--- config.mk ---
export PLATFORM = sky130hd
export DESIGN_NAME = bht_btb_rd_predictor
export DESIGN_NICKNAME = d
export VERILOG_FILES = /design/src/rtl/bht_btb_rd_predictor.sv
export SDC_FILE = /design/constraint.sdc
export NUM_CORES = 1
export LEC_CHECK = 0
export ABC_AREA = 1
export CORE_UTILIZATION = 54
export CTS_CLUSTER_SIZE = 40
export DETAILED_ROUTE_END_ITERATION = 7
export PLACE_DENSITY_LB_ADDON = 0.08
export SLEW_MARGIN = 20
export SYNTH_ARGS = -nofsm -noshare
export SYNTH_HDL_FRONTEND = slang
export SYNTH_SLANG_ARGS = --single-unit
--- constraint.sdc ---
create_clock -name clk -period 7.5 [get_ports clk]
set_input_delay 1.5 -clock clk [delete_from_list [all_inputs] [get_ports clk]]
set_output_delay 1.5 -clock clk [all_outputs]
set_load 0.02 [all_outputs]
--- src/rtl/bht_btb_rd_predictor.sv ---
// ---------------------------------------------------------------------------
// bht_btb_rd_predictor
//   Lookup side of the combined BHT/BTB RAM. The fetch PC index drives the
//   synchronous RAM read; one cycle later the returned entry is decoded and a
//   registered prediction (hit / taken / counter / target) is presented to
//   the fetch stage. Writes to the RAM are snooped so that a lookup never
//   decodes a stale entry. Two saturating counters give lookup and hit
//   statistics.
//
// Ports
//   clk, reset_n          clock (rising edge), asynchronous active-low reset
//   fetch_pc/fetch_valid  lookup request for this cycle
//   stall                 freeze pipeline: no capture, outputs hold
//   rd_address/rd_data    RAM read port (data returned one cycle later)
//   wr_enable/wr_address/wr_data  snooped RAM write port
//   pred_*                registered prediction for the lookup of two cycles ago
//   lookup_count/hit_count saturating performance counters
//
// Valid semantics: there is no back-pressure handshake. A lookup is accepted
// on every rising edge where stall is low; pred_valid qualifies pred_* as the
// result of an accepted lookup with fetch_valid high. The other pred_* fields
// are still updated for bubbles and must be ignored while pred_valid is low.
//
// Entry layout: [31:0] target, [55:32] tag, [56] valid, [58:57] counter,
// [63:59] unused.
// ---------------------------------------------------------------------------
module bht_btb_rd_predictor #(
    parameter int INDEX_W = 6,
    parameter int TAG_W   = 24,
    parameter int CNT_W   = 16
) (
    input  logic               clk,
    input  logic               reset_n,
    input  logic [31:0]        fetch_pc,
    input  logic               fetch_valid,
    input  logic               stall,
    output logic [INDEX_W-1:0] rd_address,
    input  logic [63:0]        rd_data,
    input  logic               wr_enable,
    input  logic [INDEX_W-1:0] wr_address,
    input  logic [63:0]        wr_data,
    output logic               pred_valid,
    output logic [31:0]        pred_pc,
    output logic               pred_hit,
    output logic               pred_taken,
    output logic [1:0]         pred_counter,
    output logic [31:0]        pred_target,
    output logic [CNT_W-1:0]   lookup_count,
    output logic [CNT_W-1:0]   hit_count
);

    // Stage A -> B registers
    logic [31:0]        s1_pc;
    logic               s1_valid;

    // One-cycle delayed copy of the snooped write. The RAM returns the old
    // contents when it is read and written in the same cycle, so a write seen
    // in the lookup's address cycle must be replayed here in the decode cycle.
    logic               fwd_valid;
    logic [INDEX_W-1:0] fwd_addr;
    logic [63:0]        fwd_data;

    // Stage B decode
    logic [INDEX_W-1:0] s1_index;
    logic [TAG_W-1:0]   s1_tag;
    logic [63:0]        entry;
    logic               hit;
    logic               taken;
    logic [1:0]         counter;
    logic [31:0]        target;
    logic               unused_entry_bits;

    assign s1_index = s1_pc[INDEX_W+1:2];
    assign s1_tag   = s1_pc[31:INDEX_W+2];

    // While stalled the held lookup is re-read, so the RAM output tracks any
    // write that lands during the stall.
    assign rd_address = stall ? s1_index : fetch_pc[INDEX_W+1:2];

    always_ff @(posedge clk or negedge reset_n) begin
        if (!reset_n) begin
            s1_pc    <= 32'd0;
            s1_valid <= 1'b0;
        end else if (!stall) begin
            s1_pc    <= fetch_pc;
            s1_valid <= fetch_valid;
        end
    end

    always_ff @(posedge clk or negedge reset_n) begin
        if (!reset_n) begin
            fwd_valid <= 1'b0;
            fwd_addr  <= '0;
            fwd_data  <= 64'd0;
        end else begin
            fwd_valid <= wr_enable;
            fwd_addr  <= wr_address;
            fwd_data  <= wr_data;
        end
    end

    // Newest data wins: a write in the decode cycle, then a write from the
    // address cycle, then the RAM output.
    always_comb begin
        entry = rd_data;
        if (wr_enable && (wr_address == s1_index)) begin
            entry = wr_data;
        end else if (fwd_valid && (fwd_addr == s1_index)) begin
            entry = fwd_data;
        end
        hit     = s1_valid & entry[56] & (entry[32 +: TAG_W] == s1_tag);
        taken   = hit & entry[58];
        counter = hit ? entry[58:57] : 2'b00;
        target  = taken ? entry[31:0] : (s1_pc + 32'd4);
    end

    assign unused_entry_bits = ^entry[63:59];

    always_ff @(posedge clk or negedge reset_n) begin
        if (!reset_n) begin
            pred_valid   <= 1'b0;
            pred_pc      <= 32'd0;
            pred_hit     <= 1'b0;
            pred_taken   <= 1'b0;
            pred_counter <= 2'b00;
            pred_target  <= 32'd0;
            lookup_count <= '0;
            hit_count    <= '0;
        end else if (!stall) begin
            pred_valid   <= s1_valid;
            pred_pc      <= s1_pc;
            pred_hit     <= hit;
            pred_taken   <= taken;
            pred_counter <= counter;
            pred_target  <= target;
            if (s1_valid && (lookup_count != {CNT_W{1'b1}})) begin
                lookup_count <= lookup_count + 1'b1;
            end
            if (hit && (hit_count != {CNT_W{1'b1}})) begin
                hit_count <= hit_count + 1'b1;
            end
        end
    end

endmodule

==> flow_summary.ini <==
[run_status]
status = finished, final reports clean

[yosys]
ys_seq_elements = 199
synth-warning-count = 0
syn_inst = 1469
synth.avg_cell_area_um2 = 7.48
synth_seq_area_share_pct = 45.3
synth_edf_count = 0
async_reset_ff_share_pct = 100
synth_top_area_share_pct = 45.3
syn_area_um2 = 11000
synth_top_cell_by_area = dfrtp_1
syn_nets = 1643
synth_area_leaders = dfrtp_1, nand2_1, nand3_1
synthDistinctLibCells = 39
synth_ff_type = dfrtp_1

[setup_path]
worstPathArrival_ns = 4.48
start_kind = input port
rr_worst_depth = 19
critPathMaxFanout = 101
crit_required_ns = 6.00
path_class = in -> out
crit_path_end_kind = primary output

[power]
power_leakage_nw = 6.84
peakVddDrop_uv = 171
power_density_nw_per_um2 = 194

[floorplan]
dieArea_um2 = 20900
start_util_pct = 55.8
rows = 51
boundaryPins = 278
core_um2 = 19700
dieHeight_um = 145
die_x_um = 145

[finish]
area_growth_pct = 29.7
n_fill_cell = 1572
drive_above_1_share_pct = 4.71
nets = 1861
multi_input_area_um2 = 5120
final_util_pct = 72.3
regArea_um2 = 4980

[timing]
slew_headroom_pct = 32.1
clock.fmax_ghz = 0.167
finalMaxSlewViolations = 0
period_needed_ns = 5.98
finClkSkew_ns = 0.00987
layout_setup_ws_ns = 1.52
holdWs_ns = 0.480
worst-slew-pin-transition_ns = 1.02
setup_viol = 0
tns_ns = 0
final_hold_viol_count = 0
fin_crit_sh_pct = 79.7
rsz0062_at_grt = false

[worst_hold_path]
whs_path_depth = 2
hold_path.class = reg -> reg

[routing]
drc = 0
wl_um = 33700
avgViaCountPerCell = 5.49
dr.pass1.iters = 6
wire_per_inst_um = 17.1
num_vias = 10803
first_iter_violations = 861
postRouteAntennaNets = 0

[clock_tree]
clk_latency_ns = 0.44
clkTransAtPathRegs_ns = 0.07
clockBufferDepth = 2
post_cts_buffers = 0
clock_sinks = 199
cts_buffers = 17
ctsHoldBuffers = 0
cts_tree = built
root_buffer = clkbuf_16
htreeDepth = 4
cts_resized = 0

[placement]
dpl.hpwl_um = 24200
place_ws_ns = 1.53
place_congestion = 0.956
portBuffers = 267

[global_routing]
grt_pass1_vias = 9980
grt_max_degree = 102
grt_pass1_wl_um = 52400
antenna_found_initial = 3
groute.usage.overall_pct = 32.9
grt_overflow = 0

[flow_run]
drv_cap = 0
==> synthesized netlist by cell type, types with 3 or more instances <==
cell,instances
inv_2,10
nand4_1,58
dfrtp_1,199
nand2_2,3
nand2_1,458
nor4_1,4
or2_0,4
xnor2_1,12
nand3_2,10
ha_1,3
a21oi_1,4
nor3_1,15
buf_2,19
buf_4,5
or2_1,16
buf_6,9
nand3_1,247
inv_1,114
buf_1,5
clkbuf_1,37
nor2_1,73
o21ai_0,98
xor2_1,39
nor3_2,3
clkinv_1,6
==> kinds of logic (layout without fill, tap and decap cells) <==
family / Yosys count / in the layout / share of synthesized area (%)
xor gates and xnor gates: 51 / 51 / 4.06
DFF: 199 / 199 / 45.3
other: 0 / 4 / 0
and+or+nand+nor: 902 / 902 / 37.1
adders and majority gates: 3 / 3 / 0.341
buffers and inverters: 207 / 438 / 8.22
AOI/OAI and AO/OA: 106 / 106 / 4.87
muxes: 1 / 1 / 0.0911
==> path summary, 6_finish.rpt <==
| path | start | end | slack [ns] |
|---|---|---|---|
| max in group asynchronous | reset_n | pred_target[12] | 5.05 |
| worst max-delay path | stall | rd_address[5] | 1.52 |
| worst min-delay path | pred_target[14] | pred_target[14] | 0.48 |
| worst min register to register | pred_target[14] | pred_target[14] | 0.48 |
| min in group asynchronous | reset_n | lookup_count[7] | 1.09 |
| worst max register to register | s1_pc[5] | pred_target[23] | 2.77 |
==> worst max-delay path, stage by stage <==
cell	delay, ns
buf_4	0.75
clkinv_2	0.88
o21ai_0	0.60
clkdlybuf4s50_1	0.69
==> area by class of cell <==
| type | count | share of cell area, % |
|---|---|---|
| tap | 265 | 2.33 |
| clock inverter | 15 | 1.08 |
| antenna | 4 | 0.0702 |
| inverter | 131 | 3.49 |
| sequential | 199 | 34.9 |
| timing repair buffer | 275 | 19.2 |
| clock buffer | 17 | 2.98 |
| multi-input combinational | 1063 | 35.9 |
==> where the power goes <==
part | internal (mW) | switching, mW | leakage, nW
logic | 0.269 | 0.353 | 4.12
registers | 1.16 | 0.0723 | 2.44
clock network | 0.448 | 0.465 | 0.284
==> sequential cells by signal, summed over array words and instances (netlist names) <==
| signal | count |
|---|---|
| fwd_data | 59 |
| pred_pc | 32 |
| pred_target | 32 |
| s1_pc | 32 |
| hit_count | 16 |
| lookup_count | 16 |
| fwd_addr | 6 |
| fwd_valid | 1 |
| pred_counter | 1 |
| pred_hit | 1 |
| pred_taken | 1 |
| pred_valid | 1 |
| s1_valid | 1 |
==> through the flow <==
step	cell area (um^2)	total power [mW]	instances
finish	14300	2.77	1969
detailed placement	13700	1.87	1933
global route	14200	2.89	1967
global placement	13700	1.86	1933
floorplan	11000	1.55	1469
CTS	14200	2.78	1965
==> layout by cell type (no fill, tap or decap), drive strengths merged <==
| cell type | count |
|---|---|
| nand2 | 461 |
| clkdlybuf4s50 | 265 |
| nand3 | 258 |
| dfrtp | 199 |
| inv | 132 |
| o21ai | 100 |
| nor2 | 78 |
| nand4 | 59 |
| xor2 | 39 |
| or2 | 21 |
| clkbuf | 18 |
| nor3 | 18 |
| clkinv | 13 |
| xnor2 | 12 |
| buf | 9 |
| diode | 4 |
| a21oi | 4 |
| nor4 | 4 |
| ha | 3 |
| nand3b | 2 |
| a31o | 1 |
| mux2i | 1 |
| a31oi | 1 |
| nor3b | 1 |
| clkinvlp | 1 |
==> layer usage <==
metal	wire length [um]	up-vias	global-route usage, %
li1	-	5215	-
met1	14000	5032	44.4
met2	15500	486	51.4
met3	3020	70	6.91
met4	1140	0	13.9
met5	0	-	0
Power figures use the tool's default switching activity.
